[src/rtl/inst_rr_scheduler_if.sv]
// Purpose: request/grant bundle between sibling instances and the round-robin scheduler.
// Latency: none, wires only.
// Backpressure: none; requests are levels, release is a single-cycle pulse from the owner.
// Ports: req (per-instance level request), release_pulse (owner finished),
//        gnt (one-hot grant), gnt_valid, gnt_id, timeout (hold-expiry pulse), grant_cnt.
interface inst_rr_scheduler_if #(
    parameter int NUM_REQ = 5
);
    logic [NUM_REQ-1:0] req;
    logic               release_pulse;
    logic [NUM_REQ-1:0] gnt;
    logic               gnt_valid;
    logic [2:0]         gnt_id;
    logic               timeout;
    logic [15:0]        grant_cnt;

    // Requester side.
    modport master (
        output req,
        output release_pulse,
        input  gnt,
        input  gnt_valid,
        input  gnt_id,
        input  timeout,
        input  grant_cnt
    );

    // Scheduler side.
    modport slave (
        input  req,
        input  release_pulse,
        output gnt,
        output gnt_valid,
        output gnt_id,
        output timeout,
        output grant_cnt
    );
endinterface

[src/rtl/inst_rr_scheduler.sv]
// Purpose: round-robin owner selection for NUM_REQ sibling instances sharing one resource.
// Latency: req sampled at an edge in IDLE shows up as a registered gnt after that same edge.
// Backpressure: owner keeps gnt until release, req drop or MAX_HOLD expiry; one GAP cycle follows.
// Ports: clk, rst_n (async active-low), bus (slave side of inst_rr_scheduler_if).
module inst_rr_scheduler #(
    parameter int NUM_REQ  = 5,
    parameter int MAX_HOLD = 16
) (
    input logic                clk,
    input logic                rst_n,
    inst_rr_scheduler_if.slave bus
);
    localparam logic [1:0] ST_IDLE  = 2'd0;
    localparam logic [1:0] ST_GRANT = 2'd1;
    localparam logic [1:0] ST_GAP   = 2'd2;

    logic [1:0]         state;
    logic [2:0]         ptr;
    logic [7:0]         hold_cnt;
    logic [NUM_REQ-1:0] gnt_r;
    logic               gnt_valid_r;
    logic [2:0]         gnt_id_r;
    logic               timeout_r;
    logic [15:0]        grant_cnt_r;

    logic [7:0]         req_ext;
    logic [3:0]         cand;
    logic               win_found;
    logic [2:0]         win_idx;
    logic               owner_req;
    logic               hold_expired;
    logic               grant_exit;
    logic [2:0]         ptr_next;

    // Zero-padded to 8 so any 3-bit index is in range regardless of NUM_REQ.
    assign req_ext = 8'(bus.req);

    // First requester at or after ptr, wrapping at NUM_REQ.
    always_comb begin
        win_found = 1'b0;
        win_idx   = 3'd0;
        cand      = 4'd0;
        for (int k = 0; k < NUM_REQ; k++) begin
            cand = {1'b0, ptr} + 4'(k);
            if (cand >= 4'(NUM_REQ)) begin
                cand = cand - 4'(NUM_REQ);
            end
            if (!win_found && req_ext[cand[2:0]]) begin
                win_found = 1'b1;
                win_idx   = cand[2:0];
            end
        end
    end

    assign owner_req    = req_ext[gnt_id_r];
    assign hold_expired = (hold_cnt == 8'(MAX_HOLD - 1));
    assign grant_exit   = bus.release_pulse | ~owner_req | hold_expired;
    assign ptr_next     = (gnt_id_r == 3'(NUM_REQ - 1)) ? 3'd0 : gnt_id_r + 3'd1;

    always_ff @(posedge clk or negedge rst_n) begin
        if (!rst_n) begin
            state       <= ST_IDLE;
            ptr         <= 3'd0;
            hold_cnt    <= 8'd0;
            gnt_r       <= '0;
            gnt_valid_r <= 1'b0;
            gnt_id_r    <= 3'd0;
            timeout_r   <= 1'b0;
            grant_cnt_r <= 16'd0;
        end else begin
            timeout_r <= 1'b0;
            case (state)
                ST_IDLE: begin
                    if (win_found) begin
                        state       <= ST_GRANT;
                        gnt_r       <= NUM_REQ'(1) << win_idx;
                        gnt_valid_r <= 1'b1;
                        gnt_id_r    <= win_idx;
                        hold_cnt    <= 8'd0;
                        grant_cnt_r <= grant_cnt_r + 16'd1;
                    end
                end
                ST_GRANT: begin
                    if (grant_exit) begin
                        state       <= ST_GAP;
                        gnt_r       <= '0;
                        gnt_valid_r <= 1'b0;
                        hold_cnt    <= 8'd0;
                        ptr         <= ptr_next;
                        // A release in the expiry cycle counts as a normal release.
                        timeout_r   <= hold_expired & ~bus.release_pulse;
                    end else begin
                        hold_cnt <= hold_cnt + 8'd1;
                    end
                end
                ST_GAP: begin
                    state <= ST_IDLE;
                end
                default: begin
                    state <= ST_IDLE;
                end
            endcase
        end
    end

    assign bus.gnt       = gnt_r;
    assign bus.gnt_valid = gnt_valid_r;
    assign bus.gnt_id    = gnt_id_r;
    assign bus.timeout   = timeout_r;
    assign bus.grant_cnt = grant_cnt_r;
endmodule

[src/flat_wrapper.sv]
// flat-port wrapper written by rule: the top's interface ports become plain ports
module inst_rr_scheduler_flat 
#(
    parameter int NUM_REQ  = 5,
    parameter int MAX_HOLD = 16
)
  (clk, rst_n, bus_req, bus_release_pulse, bus_gnt, bus_gnt_valid, bus_gnt_id, bus_timeout, bus_grant_cnt);
  inst_rr_scheduler_if #(.NUM_REQ(NUM_REQ)) bus_i ();
  input logic clk;
  input logic rst_n;
  input wire logic [$bits(bus_i.req)-1:0] bus_req;
  input wire logic [$bits(bus_i.release_pulse)-1:0] bus_release_pulse;
  output wire logic [$bits(bus_i.gnt)-1:0] bus_gnt;
  output wire logic [$bits(bus_i.gnt_valid)-1:0] bus_gnt_valid;
  output wire logic [$bits(bus_i.gnt_id)-1:0] bus_gnt_id;
  output wire logic [$bits(bus_i.timeout)-1:0] bus_timeout;
  output wire logic [$bits(bus_i.grant_cnt)-1:0] bus_grant_cnt;
  assign bus_i.req = bus_req;
  assign bus_i.release_pulse = bus_release_pulse;
  assign bus_gnt = bus_i.gnt;
  assign bus_gnt_valid = bus_i.gnt_valid;
  assign bus_gnt_id = bus_i.gnt_id;
  assign bus_timeout = bus_i.timeout;
  assign bus_grant_cnt = bus_i.grant_cnt;
  inst_rr_scheduler #(.NUM_REQ(NUM_REQ), .MAX_HOLD(MAX_HOLD)) u_core (.clk(clk), .rst_n(rst_n), .bus(bus_i));
endmodule
[config.mk]
export PLATFORM = sky130hd
export DESIGN_NAME = inst_rr_scheduler_flat
export DESIGN_NICKNAME = d
export VERILOG_FILES = /design/src/rtl/inst_rr_scheduler_if.sv /design/src/rtl/inst_rr_scheduler.sv /design/src/flat_wrapper.sv
export SDC_FILE = /design/constraint.sdc
export NUM_CORES = 1
export LEC_CHECK = 0
export BUFFER_PORTS_ARGS = -buffer_cell sky130_fd_sc_hd__buf_2
export CAP_MARGIN = 0
export CORE_UTILIZATION = 55
export DETAILED_ROUTE_END_ITERATION = 16
export GPL_ROUTABILITY_DRIVEN = 0
export PLACE_DENSITY = 0.74
export SYNTH_ARGS = -nofsm -noshare
export SYNTH_HDL_FRONTEND = slang
export SYNTH_SLANG_ARGS = --single-unit
[constraint.sdc]
create_clock -name clk -period 10 [get_ports clk]
set_input_delay 1 -clock clk [delete_from_list [all_inputs] [get_ports clk]]
set_output_delay 1 -clock clk [all_outputs]
set_load 0.02 [all_outputs]
==> implementation parameters, run 1 <==
Parameter                              Value

Status
  Outcome ... completed

Pwr
  Leakage power ... 1.455 nW
  Pwr Density ... 384.8 nW/um2
  Maximum ir drop on the vdd rail ... 250.7 uV
  Total power after layout ... 0.001237 W

Global route
  Overflow left after global routing ... 0
  Overall routing resource usage ... 0.2597
  Wire length of the first global-routing pass ... 11.08 mm
  Antenna violations before repair ... 0
  Via count of the first global-routing pass ... 2292
  Pin count of the biggest net entering global routing ... 40

Die
  Vertical die dimension ... 75.01 um
  Number of primary I/O pins ... 34
  Placeable Area ... 5107 um2
  Placement Rows ... 26
  Initial Utilization ... 0.5740
  X dimension of the die ... around 75 um
  Total Die Area ... 5626 um2

Clock tree
  Deepest clock path buffer count ... 2
  Later-pin clock latency in the skew report ... 0.29 ns
  Number of buffers added to fix hold violations after cts ... 0
  Total clock buffers created by CTS ... 5
  Master cell of the clock root buffer ... sky130_fd_sc_hd__clkbuf_8
  Depth of the CTS H-tree ... 2
  Number of buffers inserted by post-CTS setup repair ... 0
  TritonCTS clock tree ... done
  Clock sinks ... 39
  Clk pin slew, worst setup/hold paths ... about 0.080 ns
  Cts repair resizes ... 0

Synthesis
  Number of distinct library cells after synthesis ... 64
  Post-synthesis area per instance ... about 9.3 um2
  Flip-flop and latch count after synthesis ... 39
  Portion of the post-synthesis area used by sequential elements ... 0.3329
  Top cells by area, synth ... sky130_fd_sc_hd__dfrtp_1 (33%), sky130_fd_sc_hd__ha_1 (5.1%), sky130_fd_sc_hd__xnor2_1 (5.1%), sky130_fd_sc_hd__mux4_2 (3.8%), sky130_fd_sc_hd__o21ai_0 (3.4%)
  Syn_nets ... 335
  Cell taking the most area after synthesis ... sky130_fd_sc_hd__dfrtp_1
  EDFF count, synth ... 0
  Area share of the largest cell type after synthesis ... 0.3329
  Post-synthesis async set-or-reset flop share ... 1.000
  Synth Cell Area ... 2932 um2
  Leading register cell type out of synthesis ... sky130_fd_sc_hd__dfrtp_1
  Synthesized netlist cell count ... approximately 310
  Synth warnings ... 0

Setup path
  Critical path destination ... u_core.bus.grant_cnt[8]
  Data arrival, critical path ... 5.04 ns
  Startpoint of the most critical register-to-register path ... u_core.ptr[0]
  Crit end category ... register
  FF-to-FF path depth ... 11
  Reg2Reg Setup Slack ... 5.18 ns
  Timing startpoint of the critical path ... u_core.ptr[0]
  Peak fanout along the critical path ... 26
  Endpoint of the worst register-to-register path ... u_core.bus.grant_cnt[8]
  Required time of the critical path ... approximately 10 ns
  Crit path launch type ... register
  Critical path type ... reg -> reg

STA
  Upper clock frequency limit ... 207.6 MHz
  Headroom to the max-slew limit ... 0.4019
  Final Cycle Share ... 0.4818
  Actual transition at the worst max-transition pin ... 0.8971 ns
  Final-report hold violation count ... 0
  Final Slew Violations ... 0
  Final total negative setup slack ... 0 ns
  Setup repair after global routing missed its margin ... false
  Min Tclk post-route ... 4.818 ns
  Number of failing setup endpoints in the final timing report ... 0
  Setup skew after layout ... 0.005597 ns

Final layout
  Fill cell instance count of the final layout ... 473
  Fin nets ... roughly 360
  Fraction of layout cells with a size suffix above 1 ... 0.1877
  Signed area change from the synthesized netlist to the final layout ... 9.688%
  Non-filler cells, final ... roughly 400
  Antenna diode instance count ... 0

Route
  Remaining antenna violation count ... 0
  Remaining design rule violation count ... 0
  Vias ... 2507
  Total routed wirelength ... between 6 and 7 mm
  1st-pass router iterations ... 4
  WL per Instance ... 16.63 um
  Iteration-0 DRC Markers ... 166
  Average vias per placed instance ... 6.100

Min path
  Min-Delay Path Class ... reg -> reg

Placed design
  Port Buf Inserts ... 33
  Hpwl dp ... 5.030 mm
  Cells after DPL ... 403

Run
  Maximum capacitance violations ... 0
-- cell usage after synthesis (all sizes together), types with 3 or more instances --
library cell	instances
nand4	5
buf	7
a22o	5
a21oi	12
nor4	3
xnor2	17
ha	12
nand2b	6
nand3b	4
nor3	9
a21o	4
o211ai	4
mux4	5
inv	14
a211oi	4
mux2	5
nand3	17
xor2	7
mux2i	6
nor2b	10
clkbuf	7
o31ai	6
dfrtp	39
o21ai	21
and3	9
nand2	24
nor2	19
-- cell type report --
type	instances	area [um2]	share of cell area
clock buffer	5	68.82	0.02140
clock inverter	3	25.02	0.007782
inverter	14	52.55	0.01634
multi-input combinational	247	1841	0.5724
sequential	39	975.9	0.3035
tap	70	87.58	0.02724
timing repair buffer	33	165.2	0.05136
-- per-stage QoR --
stage	setup slack [ns]	hold WS (ns)	utilization	area, um2
floorplan	6.019	0.4670	-	2932
detailed placement	5.252	0.4525	0.6112	3122
global route	4.900	0.4986	0.6296	3216
CTS	5.198	0.4777	0.6296	3216
finish	5.182	0.4762	0.6296	3216
global placement	5.299	0.4549	0.6112	3122
-- registers in the layout, summed over array words and instances (netlist names) --
| signal | count |
|---|---|
| u_core.bus.gnt_id | 3 |
| u_core.hold_cnt | 8 |
| u_core.bus.gnt | 5 |
| u_core.bus.gnt_valid | 1 |
| u_core.state | 2 |
| u_core.bus.grant_cnt | 16 |
| u_core.ptr | 3 |
| u_core.bus.timeout | 1 |
-- cell families (layout without fill, tap and decap cells) --
group / Yosys count / count (layout) / synth area share
AND/OR/NAND/NOR: 117 / 117 / 0.2168
AO/OA/AOI/OAI: 77 / 77 / 0.2032
flip-flops: 39 / 39 / 0.3329
buffers and inverters: 28 / 55 / 0.03927
XOR/XNOR: 24 / 24 / 0.07170
multiplexers: 16 / 16 / 0.07811
adder cells (fa/ha/maj): 13 / 13 / 0.05804
-- critical path: stages, from the launching register on --
cell and delay (ns):
sky130_fd_sc_hd__dfrtp_1 0.94, sky130_fd_sc_hd__inv_2 0.29, sky130_fd_sc_hd__ha_1 0.66, sky130_fd_sc_hd__mux4_2 0.36, sky130_fd_sc_hd__mux2_2 0.27, sky130_fd_sc_hd__o21a_2 0.16, sky130_fd_sc_hd__a2111o_1 0.38, sky130_fd_sc_hd__or4b_1 0.71
sky130_fd_sc_hd__o31ai_4 0.50, sky130_fd_sc_hd__nor2_1 0.20, sky130_fd_sc_hd__nand3_1 0.15, sky130_fd_sc_hd__xnor2_1 0.12
-- worst min path at each step --
stage                     cells after the start                startpoint                        to  slack, ns
after floorplan                               2        u_core.hold_cnt[1]        u_core.hold_cnt[1]       0.47
after global placement                        1  u_core.bus.grant_cnt[15]  u_core.bus.grant_cnt[15]       0.45
after detailed placement                      1  u_core.bus.grant_cnt[15]  u_core.bus.grant_cnt[15]       0.45
after CTS                                     1  u_core.bus.grant_cnt[15]  u_core.bus.grant_cnt[15]       0.48
after global routing                          1  u_core.bus.grant_cnt[15]  u_core.bus.grant_cnt[15]       0.50
final                                         1  u_core.bus.grant_cnt[15]  u_core.bus.grant_cnt[15]       0.48
-- layout by cell type, fill, tap and decap left out, types with 5 or more instances in the layout --
master / Yosys / final
sky130_fd_sc_hd__dfrtp_1: 39 / 39
sky130_fd_sc_hd__buf_2: 5 / 33
sky130_fd_sc_hd__nand2_1: 24 / 24
sky130_fd_sc_hd__o21ai_0: 20 / 20
sky130_fd_sc_hd__nor2_1: 19 / 19
sky130_fd_sc_hd__nand3_1: 17 / 17
sky130_fd_sc_hd__xnor2_1: 17 / 17
sky130_fd_sc_hd__inv_1: 13 / 13
sky130_fd_sc_hd__a21oi_1: 12 / 12
sky130_fd_sc_hd__ha_1: 12 / 12
sky130_fd_sc_hd__nor2b_1: 10 / 10
sky130_fd_sc_hd__nor3_1: 9 / 9
sky130_fd_sc_hd__and3_1: 8 / 8
sky130_fd_sc_hd__xor2_1: 7 / 7
sky130_fd_sc_hd__mux2i_1: 6 / 6
sky130_fd_sc_hd__nand2b_1: 6 / 6
sky130_fd_sc_hd__mux2_2: 5 / 5
sky130_fd_sc_hd__o31ai_1: 5 / 5
sky130_fd_sc_hd__nand4_1: 5 / 5
sky130_fd_sc_hd__mux4_2: 5 / 5
sky130_fd_sc_hd__a22o_1: 5 / 5
sky130_fd_sc_hd__clkbuf_8: 0 / 5
-- power breakdown --
part	leakage, nW	switching [W]	internal (W)
Combinational	0.897	0.000513	0.000346
Sequential	0.514	0.0000712	0.000198
Clock	0.0443	0.0000598	0.0000498
Total	1.46	0.000644	0.000593
-- per-layer routing --
metal	vias up	GRT usage	part of all wire
met1	1211	0.3601	0.46
met3	11	0.04953	0.045
met4	0	0.09015	0.017
met2	74	0.4094	0.48
met5	-	0	0
li1	1211	-	-
Power figures use the tool's default switching activity.
==> run 2, diff against run 1 <==
clock period = 4.9 ns   (was 10 ns; I/O delays follow)
==> run 2 against run 1 <==
  * Cell area up 0.54%
  * Sequential share of layout area decreased by 0.16 points
  * Total power up 110%
  * Die area did not move
  * First-iteration DRC count rose by 27%
  * Critical path depth is the same
  * Sequential cell count unchanged
  * Combinational power increased by 110%
  * Largest power group unchanged
==> implementation parameters, run 2 (synthesis gave the netlist of run 1 again) <==
Parameter                              Value

Min path
  Min-Delay Path Class ... in -> async (was reg -> reg)

Placed design
  Port Buf Inserts ... 33 (unchanged)
  Hpwl dp ... 4.966 mm (was 5.030 mm)

Global route
  Overflow left after global routing ... 0 (unchanged)
  Antenna violations before repair ... 0 (unchanged)
  Via count of the first global-routing pass ... 2207 (was 2292)
  Wire length of the first global-routing pass ... 10.68 mm (was 11.08 mm)
  Overall routing resource usage ... 0.2530 (was 0.2597)
  Pin count of the biggest net entering global routing ... 40 (unchanged)

Pwr
  Maximum ir drop on the vdd rail ... 368.3 uV (was 250.7 uV)
  Leakage power ... 1.466 nW (was 1.455 nW)
  Pwr Density ... 784.6 nW/um2 (was 384.8 nW/um2)

Setup path
  Crit path launch type ... register (unchanged)
  Peak fanout along the critical path ... 12 (was 26)
  Required time of the critical path ... 5.12 ns (was 10.22 ns)
  Data arrival, critical path ... 4.40 ns (was 5.04 ns)
  Crit end category ... register (unchanged)
  Critical path type ... reg -> reg (unchanged)
  Reg2Reg Setup Slack ... 0.72 ns (was 5.18 ns)

STA
  Setup repair after global routing missed its margin ... false (unchanged)
  Final hold slack ... 0.3037 ns (was 0.4762 ns)
  Final Cycle Share ... 0.8534 (was 0.4818)
  Min Tclk post-route ... 4.181 ns (was 4.818 ns)
  Upper clock frequency limit ... 239.2 MHz (was 207.6 MHz)
  Final Slew Violations ... 0 (unchanged)
  Setup skew after layout ... 0.006122 ns (was 0.005597 ns)
  Number of failing setup endpoints in the final timing report ... 0 (unchanged)
  Headroom to the max-slew limit ... 0.3722 (was 0.4019)
  Final-report hold violation count ... 0 (unchanged)
  Final total negative setup slack ... 0 ns (unchanged)
  Actual transition at the worst max-transition pin ... 0.9286 ns (was 0.8971 ns)

Final layout
  Fraction of layout cells with a size suffix above 1 ... 0.1948 (was 0.1877)
  Fin nets ... 364 (was 361)
  Flip-flop count of the largest register after layout ... 16 (unchanged)
  Signed area change from the synthesized netlist to the final layout ... 10.29% (was 9.688%)
  Most frequent cells in the layout ... sky130_fd_sc_hd__dfrtp_1 (39), sky130_fd_sc_hd__buf_2 (33), sky130_fd_sc_hd__nand2_1 (24) (unchanged)
  Leading cell type in the layout, fill and taps excluded ... sky130_fd_sc_hd__dfrtp_1 (unchanged)
  Fill cell instance count of the final layout ... 447 (was 473)
  Antenna diode instance count ... 0 (unchanged)

Route
  1st-pass router iterations ... 4 (unchanged)
  Vias ... 2470 (was 2507)
  Iteration-0 DRC Markers ... 210 (was 166)
  WL per Instance ... 16.25 um (was 16.63 um)
  Remaining design rule violation count ... 0 (unchanged)
  Total routed wirelength ... 6.726 mm (was 6.836 mm)
  Remaining antenna violation count ... 0 (unchanged)
  Average vias per placed instance ... 5.966 (was 6.100)

Clock tree
  Total clock buffers created by CTS ... 5 (unchanged)
  Cts repair resizes ... 0 (unchanged)
  Deepest clock path buffer count ... 2 (unchanged)
  Clk pin slew, worst setup/hold paths ... 0.08 ns (about the same)
  Later-pin clock latency in the skew report ... 0.29 ns (about the same)
  Number of buffers inserted by post-CTS setup repair ... 0 (unchanged)
  Number of buffers added to fix hold violations after cts ... 0 (unchanged)
  Master cell of the clock root buffer ... sky130_fd_sc_hd__clkbuf_8 (unchanged)
  TritonCTS clock tree ... done (unchanged)
  Clock sinks ... 39 (unchanged)
  Depth of the CTS H-tree ... 2 (unchanged)

Run
  Maximum capacitance violations ... 0 (unchanged)

Die
  Vertical die dimension ... 75.01 um (unchanged)
  Number of primary I/O pins ... 34 (unchanged)
  Placement Rows ... 26 (unchanged)
  Total Die Area ... 5626 um2 (unchanged)
  X dimension of the die ... 75.01 um (unchanged)
  Placeable Area ... 5107 um2 (unchanged)
  Initial Utilization ... 0.5740 (unchanged)

Status
  Outcome ... completed (unchanged)
## run 2: cell types whose count changed in the layout (fill, tap and decap cells not counted), sizes merged
cell and change:
buf +3, clkinv -1, clkinvlp +1
## run 2: stage by stage
stage | total power (W) | instances | instance area [um2] | setup slack [ns] | utilization
2_1_floorplan | 0.001942 | 314 | 2932 | 0.9430 | -
3_3_place_gp | 0.002281 | 406 | 3144 | 0.8350 | 0.6156
3_5_place_dp | 0.002296 | 406 | 3144 | 0.7516 | 0.6156
4_1_cts | 0.002521 | 414 | 3233 | 0.7395 | 0.6330
5_1_grt | 0.002739 | 414 | 3233 | 0.4858 | 0.6330
6_report | 0.002537 | 414 | 3233 | 0.7186 | 0.6330
## run 2: worst paths after layout
kind | from | to | cells past startpoint
setup / recovery | u_core.ptr[0] | u_core.bus.grant_cnt[8] | 11
hold / removal | rst_n | u_core.bus.grant_cnt[0] | 1
setup reg to reg | u_core.ptr[0] | u_core.bus.grant_cnt[8] | 11
hold reg to reg | u_core.bus.grant_cnt[15] | u_core.bus.grant_cnt[15] | 1
max in group asynchronous | rst_n | u_core.bus.timeout | 1
min in group clk | bus_release_pulse | u_core.bus.timeout | 2
## run 2: metal layers
metal  routed length [um]  vias up  global-route usage
met2                 3085       98              0.3844
met1                 3136     1149              0.3701
met3                  418       12             0.04418
met5                    0        -                   0
met4                   86        0             0.07966
li1                     -     1211                   -
## run 2: layout make-up
class,count,area [um2],area share
Multi-Input combinational cell,247,1841,0.5693
Sequential cell,39,975.9,0.3019
Timing Repair Buffer,36,187.7,0.05805
Tap cell,70,87.58,0.02709
Clock buffer,5,68.82,0.02128
Inverter,14,52.55,0.01625
Clock inverter,3,20.02,0.006192
## run 2: worst max-delay path, stage by stage (launching register included)
cell,delay (ns)
sky130_fd_sc_hd__dfrtp_1,0.55
sky130_fd_sc_hd__inv_2,0.20
sky130_fd_sc_hd__ha_1,0.51
sky130_fd_sc_hd__mux4_2,0.34
sky130_fd_sc_hd__mux2_2,0.27
sky130_fd_sc_hd__o21a_2,0.16
sky130_fd_sc_hd__a2111o_1,0.38
sky130_fd_sc_hd__or4b_1,0.71
sky130_fd_sc_hd__o31ai_4,0.51
sky130_fd_sc_hd__nor2_1,0.20
sky130_fd_sc_hd__nand3_1,0.14
sky130_fd_sc_hd__xnor2_1,0.12
## run 2: report_power, final
group	internal, W	switching [W]
Combinational	0.000723	0.00109
Clock	0.0000990	0.000117
Sequential	0.000404	0.000107
Total	0.00123	0.00131
==> run 3, diff against run 2 <==
MAX_ROUTING_LAYER = met4   (was not set)
==> run 3 against run 2 <==
  * Non-clock buffer count unchanged
  * Sequential power about the same
  * Hold slack about the same
  * Clock skew barely moved
  * Worst setup slack got worse by 0.0039 ns
  * Combinational power about the same
  * Cell area did not move
  * Sequential share of layout area unchanged
  * Final cell count did not move
  * Via count fell by 0.53%
  * Register-to-register slack is essentially flat
==> implementation parameters, run 3 (synthesis gave the netlist of run 1 again) <==
Parameter                              Value

STA
  Setup skew after layout ... 0.006117 ns (was 0.006122 ns)
  Final-report hold violation count ... 0 (unchanged)
  Final hold slack ... 0.3038 ns (was 0.3037 ns)
  Final total negative setup slack ... 0 ns (unchanged)
  Actual transition at the worst max-transition pin ... 0.9034 ns (was 0.9286 ns)
  Upper clock frequency limit ... 238.9 MHz (was 239.2 MHz)
  Final Cycle Share ... 0.8541 (was 0.8534)
  Min Tclk post-route ... 4.185 ns (was 4.181 ns)
  Headroom to the max-slew limit ... 0.3893 (was 0.3722)
  Setup repair after global routing missed its margin ... false (unchanged)
  Final Slew Violations ... 0 (unchanged)
  Number of failing setup endpoints in the final timing report ... 0 (unchanged)

Final layout
  Leading cell type in the layout, fill and taps excluded ... sky130_fd_sc_hd__dfrtp_1 (unchanged)
  Signed area change from the synthesized netlist to the final layout ... 10.29% (unchanged)
  Post-route cell area ... 3233 um2 (unchanged)
  Fraction of layout cells with a size suffix above 1 ... 0.1948 (unchanged)
  Fill cell instance count of the final layout ... 447 (unchanged)
  Most frequent cells in the layout ... sky130_fd_sc_hd__dfrtp_1 (39), sky130_fd_sc_hd__buf_2 (33), sky130_fd_sc_hd__nand2_1 (24) (unchanged)
  Antenna diode instance count ... 0 (unchanged)
  Flip-flop count of the largest register after layout ... 16 (unchanged)
  Fin nets ... 364 (unchanged)

Route
  Average vias per placed instance ... 5.935 (was 5.966)
  1st-pass router iterations ... 4 (unchanged)
  WL per Instance ... 16.26 um (was 16.25 um)
  Total routed wirelength ... 6.733 mm (was 6.726 mm)
  Remaining design rule violation count ... 0 (unchanged)
  Remaining antenna violation count ... 0 (unchanged)
  Vias ... 2457 (was 2470)
  Iteration-0 DRC Markers ... 260 (was 210)

Die
  Number of primary I/O pins ... 34 (unchanged)
  Total Die Area ... 5626 um2 (unchanged)
  Vertical die dimension ... 75.01 um (unchanged)
  Initial Utilization ... 0.5740 (unchanged)
  X dimension of the die ... 75.01 um (unchanged)
  Placement Rows ... 26 (unchanged)
  Placeable Area ... 5107 um2 (unchanged)

Global route
  Wire length of the first global-routing pass ... 10.68 mm (unchanged)
  Via count of the first global-routing pass ... 2207 (unchanged)
  Pin count of the biggest net entering global routing ... 40 (unchanged)
  Antenna violations before repair ... 0 (unchanged)
  Overall routing resource usage ... 0.2614 (was 0.2530)
  Overflow left after global routing ... 0 (unchanged)

Setup path
  Crit end category ... register (unchanged)
  Reg2Reg Setup Slack ... 0.71 ns (was 0.72 ns)
  Critical path type ... reg -> reg (unchanged)
  Peak fanout along the critical path ... 12 (unchanged)
  Endpoint of the worst register-to-register path ... u_core.bus.grant_cnt[8] (unchanged)
  Data arrival, critical path ... 4.40 ns (about the same)
  Max incr delay on CP ... 0.71 ns (about the same)
  FF-to-FF path depth ... 11 (unchanged)
  Required time of the critical path ... 5.12 ns (about the same)
  Startpoint of the most critical register-to-register path ... u_core.ptr[0] (unchanged)
  Crit path launch type ... register (unchanged)
  Category of cells accounting for the largest share of critical-path delay ... compound AO/OA/AOI/OAI gates (unchanged)
  Critical-path cell with the highest stage delay ... sky130_fd_sc_hd__or4b_1 (unchanged)
  Worst path cell trace ... inv_2 -> ha_1 -> mux4_2 -> mux2_2 -> o21a_2 -> a2111o_1 -> or4b_1 -> o31ai_4 -> nor2_1 -> nand3_1 -> xnor2_1 (unchanged)
  Worst path buffer plus inverter count ... 1 (unchanged)

Clock tree
  TritonCTS clock tree ... done (unchanged)
  Clk pin slew, worst setup/hold paths ... 0.08 ns (about the same)
  Later-pin clock latency in the skew report ... 0.29 ns (about the same)
  Master cell of the clock root buffer ... sky130_fd_sc_hd__clkbuf_8 (unchanged)
  Clock sinks ... 39 (unchanged)
  Deepest clock path buffer count ... 2 (unchanged)
  Total clock buffers created by CTS ... 5 (unchanged)
  Number of buffers added to fix hold violations after cts ... 0 (unchanged)
  Number of buffers inserted by post-CTS setup repair ... 0 (unchanged)
  Depth of the CTS H-tree ... 2 (unchanged)
  Cts repair resizes ... 0 (unchanged)

Placed design
  Hpwl dp ... 4.966 mm (unchanged)
  Port Buf Inserts ... 33 (unchanged)
  Placed Area ... 3144 um2 (unchanged)

Min path
  Min-Delay Path Class ... in -> async (unchanged)

Pwr
  Pwr Density ... 784.4 nW/um2 (was 784.6 nW/um2)
  Leakage power ... 1.466 nW (unchanged)
  Maximum ir drop on the vdd rail ... 368.2 uV (was 368.3 uV)

Run
  Maximum capacitance violations ... 0 (unchanged)

Status
  Outcome ... completed (unchanged)
run 3: final cells by class:
cell class | count | area, um2 | share of cell area
clock buffer | 5 | 68.82 | 0.02128
clock inverter | 3 | 20.02 | 0.006192
inverter | 14 | 52.55 | 0.01625
multi-input combinational | 247 | 1841 | 0.5693
sequential | 39 | 975.9 | 0.3019
tap | 70 | 87.58 | 0.02709
timing repair buffer | 36 | 187.7 | 0.05805
run 3: worst max path at each step:
stage,startpoint,end,cells past startpoint
6_report,u_core.ptr[0],u_core.bus.grant_cnt[8],11
2_1_floorplan,u_core.ptr[0],u_core.bus.gnt[3],14
5_1_grt,u_core.ptr[0],u_core.bus.grant_cnt[8],11
3_5_place_dp,u_core.ptr[0],u_core.bus.grant_cnt[8],11
3_3_place_gp,u_core.ptr[2],u_core.bus.grant_cnt[8],10
4_1_cts,u_core.ptr[0],u_core.bus.grant_cnt[8],11
run 3: routing by layer:
metal / track usage / wire (um)
met1: 0.3710 / 3182
met2: 0.3864 / 3100
met3: 0.04150 / 353
met4: 0.07966 / 96
met5: - / 0
run 3: metrics by stage:
step	utilization	std cells	setup slack, ns	total power, W
3_5_place_dp	0.6156	406	0.7516	0.002296
4_1_cts	0.6330	414	0.7395	0.002521
5_1_grt	0.6330	414	0.4858	0.002739
2_1_floorplan	-	314	0.9430	0.001942
6_report	0.6330	414	0.7147	0.002536
3_3_place_gp	0.6156	406	0.8350	0.002281
run 3: power by group:
part | internal (W) | total [W] | switching, W
clock | 0.0000990 | 0.000215 | 0.000116
sequential | 0.000404 | 0.000512 | 0.000107
combinational | 0.000723 | 0.00181 | 0.00109
total | 0.00123 | 0.00254 | 0.00131
